$ cat src/rtl/ifetch_pkg.sv
// Shared types and constants for the instruction-fetch responder.
// Optional feature macro: IFETCH_PREFETCH_EN (two-entry buffer with next-line prefetch).
package ifetch_pkg;

`ifdef IFETCH_PREFETCH_EN
  typedef enum logic [1:0] {
    ST_IDLE     = 2'd0,
    ST_DEMAND   = 2'd1,
    ST_PREFETCH = 2'd2
  } ifetch_state_t;
  localparam int unsigned NUM_ENTRIES = 2;
`else
  typedef enum logic [1:0] {
    ST_IDLE   = 2'd0,
    ST_DEMAND = 2'd1
  } ifetch_state_t;
  localparam int unsigned NUM_ENTRIES = 1;
`endif

  // NOP word; the core raises adelF itself for misaligned fetches.
  localparam logic [31:0] IFETCH_ERR_INSTR = 32'h0000_0000;
  localparam logic [31:0] WORD_ALIGN_MASK  = 32'h0000_0003;
  // Highest word address; prefetching past it would wrap to 0.
  localparam logic [31:0] LAST_WORD_ADDR   = 32'hFFFF_FFFC;

  function automatic logic word_aligned(input logic [31:0] addr);
    return (addr & WORD_ALIGN_MASK) == 32'h0000_0000;
  endfunction

endpackage

$ cat src/rtl/ifetch_buf_entry.sv
// One fetch-buffer entry: valid/tag/data registers, a fill port and a
// combinational tag match against the fetch address.
// Optional feature macro: IFETCH_PREFETCH_EN adds a second probe compare.
module ifetch_buf_entry (
  input  logic        clk,
  input  logic        reset,
  input  logic        fill,
  input  logic [31:0] fill_tag,
  input  logic [31:0] fill_data,
  input  logic [31:0] lookup,
`ifdef IFETCH_PREFETCH_EN
  input  logic [31:0] probe,
  output logic        probe_match,
`endif
  output logic        match,
  output logic [31:0] data
);

  logic        valid;
  logic [31:0] tag;

  // Entry storage: cleared by reset, overwritten whole on a fill.
  always_ff @(posedge clk) begin
    if (reset) begin
      valid <= 1'b0;
      tag   <= 32'h0000_0000;
      data  <= 32'h0000_0000;
    end else if (fill) begin
      valid <= 1'b1;
      tag   <= fill_tag;
      data  <= fill_data;
    end
  end

  assign match = valid && (tag == lookup);

`ifdef IFETCH_PREFETCH_EN
  assign probe_match = valid && (tag == probe);
`endif

endmodule

$ cat src/rtl/inst_fetch_responder.sv
// Instruction-side responder: answers the fetch port from a tagged fetch
// buffer and forwards misses to backing memory over a req/ack handshake.
// Optional feature macro: IFETCH_PREFETCH_EN (two entries, next-line prefetch).
module inst_fetch_responder
  import ifetch_pkg::*;
#(
  parameter logic [31:0] ERR_INSTR = IFETCH_ERR_INSTR
) (
  input  logic        clk,
  input  logic        reset,
  input  logic [31:0] pc,
  output logic [31:0] instr,
  output logic        stall_by_iram,
  output logic        mem_req,
  output logic [31:0] mem_addr,
  input  logic        mem_ack,
  input  logic [31:0] mem_rdata
);

  logic                   aligned;
  logic                   hit;
  logic                   miss;
  logic [31:0]            hit_data;
  logic [NUM_ENTRIES-1:0] e_match;
  logic [NUM_ENTRIES-1:0] e_fill;
  logic [31:0]            e_data [NUM_ENTRIES];
  logic                   fill_any;
  ifetch_state_t          state;
  ifetch_state_t          next_state;
  logic                   req_nxt;
  logic [31:0]            addr_nxt;

`ifdef IFETCH_PREFETCH_EN
  logic                   hit_slot;
  logic                   last_hit;
  logic                   req_slot;
  logic                   slot_nxt;
  logic                   pf_pending;
  logic                   pf_slot;
  logic [31:0]            pf_base;
  logic [31:0]            pf_src_base;
  logic                   pf_src_slot;
  logic [31:0]            pf_target;
  logic                   pf_go;
  logic [NUM_ENTRIES-1:0] e_probe;
`endif

  assign aligned = word_aligned(pc);

  for (genvar g = 0; g < NUM_ENTRIES; g++) begin : g_entry
    ifetch_buf_entry u_entry (
      .clk         (clk),
      .reset       (reset),
      .fill        (e_fill[g]),
      .fill_tag    (mem_addr),
      .fill_data   (mem_rdata),
      .lookup      (pc),
`ifdef IFETCH_PREFETCH_EN
      .probe       (pf_target),
      .probe_match (e_probe[g]),
`endif
      .match       (e_match[g]),
      .data        (e_data[g])
    );
  end

  // Select the data (and, with prefetch, the index) of the matching entry.
  always_comb begin
    hit_data = ERR_INSTR;
`ifdef IFETCH_PREFETCH_EN
    hit_slot = 1'b0;
`endif
    for (int i = 0; i < NUM_ENTRIES; i++) begin
      hit_data = e_match[i] ? e_data[i] : hit_data;
`ifdef IFETCH_PREFETCH_EN
      hit_slot = e_match[i] ? 1'(i) : hit_slot;
`endif
    end
  end

  assign hit           = aligned && (|e_match);
  assign miss          = aligned && !hit;
  assign instr         = hit ? hit_data : ERR_INSTR;
  assign stall_by_iram = miss;

`ifdef IFETCH_PREFETCH_EN
  assign e_fill = {fill_any && req_slot, fill_any && !req_slot};

  // Next-line candidate: the just-filled demand address, else the current hit.
  always_comb begin
    pf_src_base = pf_pending ? pf_base : pc;
    pf_src_slot = pf_pending ? pf_slot : hit_slot;
    pf_target   = pf_src_base + 32'd4;
    pf_go       = (pf_pending || hit) && (pf_src_base != LAST_WORD_ADDR) && !(|e_probe);
  end
`else
  assign e_fill = fill_any;
`endif

  // Next-state and next request decode; demand misses take priority over prefetch.
  always_comb begin
    next_state = state;
    req_nxt    = mem_req;
    addr_nxt   = mem_addr;
    fill_any   = 1'b0;
`ifdef IFETCH_PREFETCH_EN
    slot_nxt   = req_slot;
`endif
    case (state)
      ST_IDLE: begin
        if (miss) begin
          next_state = ST_DEMAND;
          req_nxt    = 1'b1;
          addr_nxt   = pc;
`ifdef IFETCH_PREFETCH_EN
          slot_nxt   = ~last_hit;
`endif
        end
`ifdef IFETCH_PREFETCH_EN
        else if (pf_go) begin
          next_state = ST_PREFETCH;
          req_nxt    = 1'b1;
          addr_nxt   = pf_target;
          slot_nxt   = ~pf_src_slot;
        end
`endif
        else begin
          next_state = ST_IDLE;
        end
      end
      ST_DEMAND: begin
        if (mem_ack) begin
          fill_any   = 1'b1;
          req_nxt    = 1'b0;
          next_state = ST_IDLE;
        end else begin
          next_state = ST_DEMAND;
        end
      end
`ifdef IFETCH_PREFETCH_EN
      ST_PREFETCH: begin
        if (mem_ack) begin
          fill_any   = 1'b1;
          req_nxt    = 1'b0;
          next_state = ST_IDLE;
        end else begin
          next_state = ST_PREFETCH;
        end
      end
`endif
      default: begin
        next_state = ST_IDLE;
        req_nxt    = 1'b0;
      end
    endcase
  end

  // State and registered request outputs; reset drops any outstanding request.
  always_ff @(posedge clk) begin
    if (reset) begin
      state    <= ST_IDLE;
      mem_req  <= 1'b0;
      mem_addr <= 32'h0000_0000;
    end else begin
      state    <= next_state;
      mem_req  <= req_nxt;
      mem_addr <= addr_nxt;
    end
  end

`ifdef IFETCH_PREFETCH_EN
  // Replacement and prefetch bookkeeping: fill target, recency, pending next-line.
  always_ff @(posedge clk) begin
    if (reset) begin
      last_hit   <= 1'b1;
      req_slot   <= 1'b0;
      pf_pending <= 1'b0;
      pf_base    <= 32'h0000_0000;
      pf_slot    <= 1'b0;
    end else begin
      req_slot   <= slot_nxt;
      pf_pending <= fill_any && (state == ST_DEMAND);
      if (fill_any && (state == ST_DEMAND)) begin
        pf_base  <= mem_addr;
        pf_slot  <= req_slot;
        last_hit <= req_slot;
      end else if (hit) begin
        last_hit <= hit_slot;
      end
    end
  end
`endif

endmodule

$ cat config.mk
export PLATFORM = sky130hd
export DESIGN_NAME = inst_fetch_responder
export DESIGN_NICKNAME = d
export VERILOG_FILES = /design/src/rtl/ifetch_pkg.sv /design/src/rtl/ifetch_buf_entry.sv /design/src/rtl/inst_fetch_responder.sv
export SDC_FILE = /design/constraint.sdc
export NUM_CORES = 1
export LEC_CHECK = 0
export ABC_CLOCK_PERIOD_IN_PS = 2600
export BUFFER_PORTS_ARGS = -buffer_cell sky130_fd_sc_hd__buf_2
export CORE_MARGIN = 1
export CORE_UTILIZATION = 48
export CTS_CLUSTER_DIAMETER = 80
export DETAILED_ROUTE_END_ITERATION = 10
export GPL_ROUTABILITY_DRIVEN = 0
export PLACE_DENSITY = 0.72
export SYNTH_ARGS = -nofsm -noshare
export SYNTH_HDL_FRONTEND = slang
export SYNTH_HIERARCHICAL = 1
export SYNTH_SLANG_ARGS = --single-unit
$ cat constraint.sdc
create_clock -name clk -period 2.6 [get_ports clk]
set_input_delay 0 -clock clk [delete_from_list [all_inputs] [get_ports clk]]
set_output_delay 0 -clock clk [all_outputs]
set_load 0.02 [all_outputs]
==> results of run 1 <==
## stage by stage
stage | power (mW) | cell area [µm²] | TNS (ns) | instances | hold slack (ns)
after global placement | 1.95 | 5060 | 0 | 651 | 0.239
after floorplan | 1.83 | 4330 | 0 | 431 | 0.0904
after detailed placement | 1.96 | 5060 | 0 | 651 | 0.247
after CTS | 3.05 | 5920 | 0 | 730 | 0.0938
final | 3.03 | 5960 | 0 | 731 | 0.131
after global routing | 3.15 | 5960 | -0.552 | 731 | 0.139
## routing by layer
| layer | vias to the layer above | GRT usage, % | share of wire (%) |
|---|---|---|---|
| li1 | 1779 | - | - |
| met1 | 1660 | 26.4 | 45 |
| met2 | 100 | 37.1 | 49 |
| met3 | 14 | 4.70 | 5.0 |
| met4 | 0 | 6.54 | 1.4 |
| met5 | - | 0 | 0 |
## logic make-up (layout without fill, tap and decap cells)
kind of cell           after synthesis  in the layout  share of synthesized area (%)
XOR/XNOR                            32             32                           6.47
buffers and inverters               27            219                           3.53
flip-flops                          99             99                           45.8
AND/OR/NAND/NOR                    176            176                           22.0
multiplexers                        94             94                           21.7
AO/OA/AOI/OAI                        3              3                          0.462
## synthesized netlist by cell type
library cell	instances
dfxtp_1	99
mux2i_1	94
nor2_1	66
nand2b_1	60
and2_1	33
xor2_1	31
clkbuf_1	12
nor4_1	7
buf_4	6
buf_2	5
buf_6	3
nor3b_1	3
nand3_1	2
nor3_1	2
o21a_1	2
a21oi_1	1
buf_1	1
nand4_1	1
nor3_2	1
nor4_4	1
xnor2_1	1
## power breakdown
part | internal, mW | total, mW | switching (mW)
combinational | 0.211 | 0.405 | 0.195
sequential | 1.56 | 1.59 | 0.0314
clock | 0.525 | 1.03 | 0.501
## worst max-delay path: stages
cell           delay [ns]
dlygate4sd3_1        0.55
buf_2                0.14
xor2_1               0.14
nor4_2               0.30
buf_4                0.16
nand4_1              0.14
nor3_4               0.23
nor3b_4              0.27
buf_12               0.19
and2_1               0.16
buf_4                0.15
## state kept, by name, summed over array words and instances, names as in the netlist
register	count
state	1
mem_addr	32
g_entry.u_entry/data	32
g_entry.u_entry/valid	1
mem_req	1
g_entry.u_entry/tag	32
## worst max-delay path by stage
stage | slack [ns] | cells past startpoint | to
6_report | 0.15 | 11 | instr[13]
5_1_grt | -0.04 | 9 | instr[13]
4_1_cts | 0.003 | 9 | instr[13]
3_5_place_dp | 0.34 | 9 | instr[13]
3_3_place_gp | 0.33 | 9 | instr[13]
2_1_floorplan | 0.62 | 7 | instr[0]
## cell type report
type                    instances  area (µm²)  share of cell area (%)
well taps                     108         135                    2.27
repair buffers                203        1410                    23.6
flip-flops and latches         99        1980                    33.2
clock inverters                 3        45.0                   0.756
multi-input cells             305        2220                    37.3
clock buffers                  13         169                    2.83
## timing repair
action                                 in CTS  in global routing
setup endpoints to repair                  32                 32
gates cloned                                0                  0
pin swaps                                   0                  2
endpoints found under the hold margin      64                  0
gates resized for setup                     2                 13
setup buffers                               0                  1
hold buffers                               63                  0
==> flow_metrics.py, run 1 <==
metrics = {
    "cells_and_area": {
        "diodes": 0,
        "area_delta_synth_final_pct": 37.7,
        "fillers": 669,
        "utilization_pct": 68.4,
        "final_cell_mix": "119 x buf_2, 99 x dfxtp_1, 94 x mux2i_1, 66 x nor2_1, 63 x dlygate4sd3_1",
        "nets": 685,
        "layout-drive-gt1-share_pct": 25.7,
        "layout_commonest_cell": "buf_2",
    },
    "floorplan": {
        "die_h_um": 97.0,
        "die_x_um": 97.0,
        "rows": 34,
        "die_area_um2": 9400,
        "boundaryPins": 133,
        "initial_core_util_pct": 49.6,
        "core_um2": 8720,
    },
    "worst_setup_path": {
        "cp.required_ns": 2.60,
        "critPathKind": "in -> out",
        "critPathArrivalTime_ns": 2.45,
        "r2r_start": "g_entry[0].u_entry/tag[27]",
        "worstReg2RegEnd": "mem_req",
        "start_kind": "input port",
        "r2r_setup_slack_ns": 0.57,
        "critPathLaunch": "pc[27]",
        "critPathMaxFanout": 32,
        "end_kind": "output pin",
        "worstRegToRegCells": 8,
    },
    "worst_hold_path": {
        "min_from": "pc[1]",
        "holdPathEnd": "state[0]",
        "hold_depth": 3,
        "hold_class": "in -> reg",
    },
    "route": {
        "drc": 0,
        "first_iter_violations": 87,
        "vias": 3553,
        "drtPass1Iterations": 4,
        "avgViaCountPerCell": 4.86,
        "wl_per_cell_um": 13.9,
        "ant_nets": 0,
        "routed_wl_mm": 10.2,
    },
    "status": {
        "status": "finished clean",
    },
    "cts": {
        "cts_tree": "yes",
        "h-tree-depth": 3,
        "cts.sink_count": 99,
        "cts-root-buf": "clkbuf_8",
        "clkTransAtPathRegs_ns": 0.08,
        "clk-insertion-delay-late_ns": 0.35,
        "cts_buffers": 9,
        "clock_tree.buffer_depth": 2,
    },
    "synth": {
        "synth_top_cell_by_area": "dfxtp_1",
        "netlist_instances": 431,
        "synthTopCellsByArea": "dfxtp_1 46%, mux2i_1 22%, nand2b_1 8.7%",
        "syn_avg_cell_area_um2": 10.0,
        "synth_area_um2": 4330,
        "yosysTopAreaCellShare_pct": 45.8,
        "yosys_register_bits": 99,
        "synth_cell_types": 21,
        "synth.net_count": 498,
        "yosysWarnings": 6,
        "seq_area_frac_synth_pct": 45.8,
    },
    "sta": {
        "worstMarginPinSlew_ns": 0.982,
        "min_period_over_period_pct": 94.4,
        "slew_headroom_pct": 34.5,
        "skew_ns": 0.0113,
        "slew_violations": 0,
        "setup_ws_ns": 0.145,
        "grt_setup_unrepaired": "true",
        "period_needed_ns": 2.45,
        "finalSetupViolations": 0,
        "fmax_ghz": 0.407,
        "hold_viol": 0,
    },
    "global_route": {
        "grt-ovfl-total": 0,
        "grt_usage_pct": 21.4,
        "grt_antenna_before_repair": 0,
        "grt_pass1_wl_mm": 16.4,
        "grt_pass1_vias": 3532,
        "grt_max_degree": 122,
    },
    "power_and_ir_drop": {
        "p_per_area_nw_per_um2": 508,
        "power_leakage_nw": 2.63,
        "ir_drop_mv": 0.352,
    },
    "run": {
        "maxCapViolCount": 0,
    },
    "placement": {
        "dpl.hpwl_mm": 6.37,
        "numPortBuffers": 132,
        "dp_slack_ns": 0.341,
    },
}
Power figures use the tool's default switching activity.
==> run 2: changes to the inputs <==
--- a/config.mk
+++ b/config.mk
@@ -7,12 +7,14 @@
 export LEC_CHECK = 0
 export ABC_CLOCK_PERIOD_IN_PS = 2600
 export BUFFER_PORTS_ARGS = -buffer_cell sky130_fd_sc_hd__buf_2
+export CELL_PAD_IN_SITES_DETAIL_PLACEMENT = 0
+export CELL_PAD_IN_SITES_GLOBAL_PLACEMENT = 1
 export CORE_MARGIN = 1
-export CORE_UTILIZATION = 48
+export CORE_UTILIZATION = 38
 export CTS_CLUSTER_DIAMETER = 80
 export DETAILED_ROUTE_END_ITERATION = 10
 export GPL_ROUTABILITY_DRIVEN = 0
-export PLACE_DENSITY = 0.72
+export PLACE_DENSITY = 0.76
 export SYNTH_ARGS = -nofsm -noshare
 export SYNTH_HDL_FRONTEND = slang
 export SYNTH_HIERARCHICAL = 1
==> run 2 against run 1 <==
Effect of this change:
- routed wire length grew 4.5%
- flip-flop and latch count is the same
- die area grew 26%
- sequential power is essentially flat
- combinational power is essentially flat
- final area grew 2.5%
- setup slack gained 0.060 ns
- via count shrank 1.4%
- power grew 7.5%
- non-clock buffer count grew 2
==> flow_metrics.py, run 2 (synthesis results as in run 1) <==
metrics = {
    "status": {
        "status": "finished clean",
    },
    "sta": {
        "min_period_over_period_pct": 92.1,
        "finalSetupViolations": 0,
        "period_needed_ns": 2.39,
        "skew_ns": 0.00783,
        "grt_setup_unrepaired": "false",
        "timing.hold.ws_ns": 0.162,
        "slew_headroom_pct": 40.4,
        "fin_setup_tns_ns": 0,
        "slew_violations": 0,
        "worstMarginPinSlew_ns": 0.894,
        "hold_viol": 0,
        "fmax_ghz": 0.418,
    },
    "placement": {
        "post-place-cells": 684,
        "dpl.hpwl_mm": 6.81,
        "placed_cell_area_um2": 5090,
        "numPortBuffers": 132,
    },
    "route": {
        "wl_per_cell_um": 13.9,
        "first_iter_violations": 158,
        "drtPass1Iterations": 4,
        "routed_wl_mm": 10.6,
        "ant_nets": 0,
        "drc": 0,
        "avgViaCountPerCell": 4.58,
        "vias": 3505,
    },
    "worst_setup_path": {
        "worstReg2RegEnd": "mem_addr[5]",
        "worstRegToRegCells": 9,
        "start_kind": "register",
        "cp.required_ns": 2.60,
        "end_kind": "output pin",
        "critPathArrivalTime_ns": 2.39,
        "critPathMaxFanout": 8,
        "r2r_setup_slack_ns": 0.58,
        "r2r_start": "g_entry[0].u_entry/tag[14]",
        "critPathKind": "reg -> out",
    },
    "floorplan": {
        "die_area_um2": 11800,
        "die_x_um": 109,
        "core_um2": 11000,
        "die_h_um": 109,
        "rows": 38,
        "boundaryPins": 133,
        "initial_core_util_pct": 39.4,
    },
    "cells_and_area": {
        "layout_commonest_cell": "buf_2",
        "area_delta_synth_final_pct": 41.2,
        "top_regs": "g_entry.u_entry/data: 32 flops, g_entry.u_entry/tag: 32 flops, mem_addr: 32 flops",
        "fin_area_um2": 6110,
        "nets": 687,
        "final_cells": 765,
        "diodes": 0,
        "final_cell_mix": "107 x buf_2, 99 x dfxtp_1, 94 x mux2i_1, 66 x nor2_1, 63 x dlygate4sd3_1",
        "layout-drive-gt1-share_pct": 26.1,
    },
    "cts": {
        "cts_tree": "yes",
        "clkTransAtPathRegs_ns": 0.07,
        "clk-insertion-delay-late_ns": 0.35,
        "cts.sink_count": 99,
        "cts_buffers": 9,
        "h-tree-depth": 3,
        "cts-root-buf": "clkbuf_16",
        "clock_tree.buffer_depth": 2,
    },
    "worst_hold_path": {
        "hold_depth": 3,
        "holdPathEnd": "state[0]",
        "hold_class": "in -> reg",
        "min_from": "pc[1]",
    },
    "global_route": {
        "grt_max_degree": 107,
        "grt_pass1_wl_mm": 16.2,
        "grt-ovfl-total": 0,
        "grt_usage_pct": 17.8,
        "grt_pass1_vias": 3361,
        "grt_antenna_before_repair": 0,
    },
    "run": {
        "maxCapViolCount": 0,
    },
    "power_and_ir_drop": {
        "power_leakage_nw": 2.65,
        "finalPower_mw": 3.25,
        "p_per_area_nw_per_um2": 532,
        "ir_drop_mv": 0.317,
    },
}
-- run 2: cell count changes in the layout (fill, tap and decap cells not counted), sizes merged --
cell,delta
buf,+2
bufinv,-1
clkbuf,-3
clkinv,+2
inv,+2
-- run 2: critical path: stages (launching register included) --
cell and delay (ns):
dfxtp_1 0.32, xor2_1 0.17, nor4_1 0.42, nand4_1 0.17, nor3_2 0.15, nor3b_4 0.33
buf_6 0.19, and2_1 0.15, buf_4 0.15
-- run 2: layout make-up --
| cell class | count | area [µm²] |
|---|---|---|
| fill | 973 | 4870 |
| multi-input combinational | 305 | 2220 |
| sequential | 99 | 1980 |
| timing repair buffer | 205 | 1460 |
| clock buffer | 10 | 229 |
| tap | 140 | 175 |
| clock inverter | 6 | 48.8 |
-- run 2: worst max path at each step --
stage          cells after the start  slack, ns   endpoint                        from
6_report                           8       0.21  instr[15]  g_entry[0].u_entry/tag[10]
5_1_grt                            8     0.0004  instr[15]  g_entry[0].u_entry/tag[10]
4_1_cts                            9       0.02  instr[25]  g_entry[0].u_entry/tag[22]
3_5_place_dp                       9       0.41  instr[25]  g_entry[0].u_entry/tag[24]
3_3_place_gp                       9       0.41  instr[31]  g_entry[0].u_entry/tag[24]
2_1_floorplan                      7       0.62   instr[0]  g_entry[0].u_entry/tag[10]
-- run 2: through the flow --
step	setup slack, ns	util, %
2_1_floorplan	0.622	-
3_3_place_gp	0.415	46.4
3_5_place_dp	0.414	46.4
4_1_cts	0.0169	54.7
5_1_grt	0.000442	55.7
6_report	0.205	55.7
-- run 2: power breakdown --
| part | internal [mW] | total (mW) | switching [mW] |
|---|---|---|---|
| combinational | 0.211 | 0.407 | 0.197 |
| clock | 0.659 | 1.25 | 0.593 |
| sequential | 1.56 | 1.59 | 0.0312 |
-- run 2: layer usage --
| metal | part of all wire, % | vias to the layer above | track usage, % | routed length [µm] |
|---|---|---|---|---|
| li1 | - | 1792 | - | - |
| met1 | 48 | 1592 | 22.7 | 5070 |
| met2 | 46 | 109 | 29.8 | 4870 |
| met3 | 5.0 | 12 | 3.47 | 534 |
| met4 | 1.4 | 0 | 6.66 | 153 |
| met5 | 0 | - | 0 | 0 |
-- run 2: what timing repair did --
action	CTS	global route
setup buffers	0	0
gates resized for setup	0	35
endpoints found under the setup margin	0	32
hold endpoints to repair	64	0
hold buffers	63	0
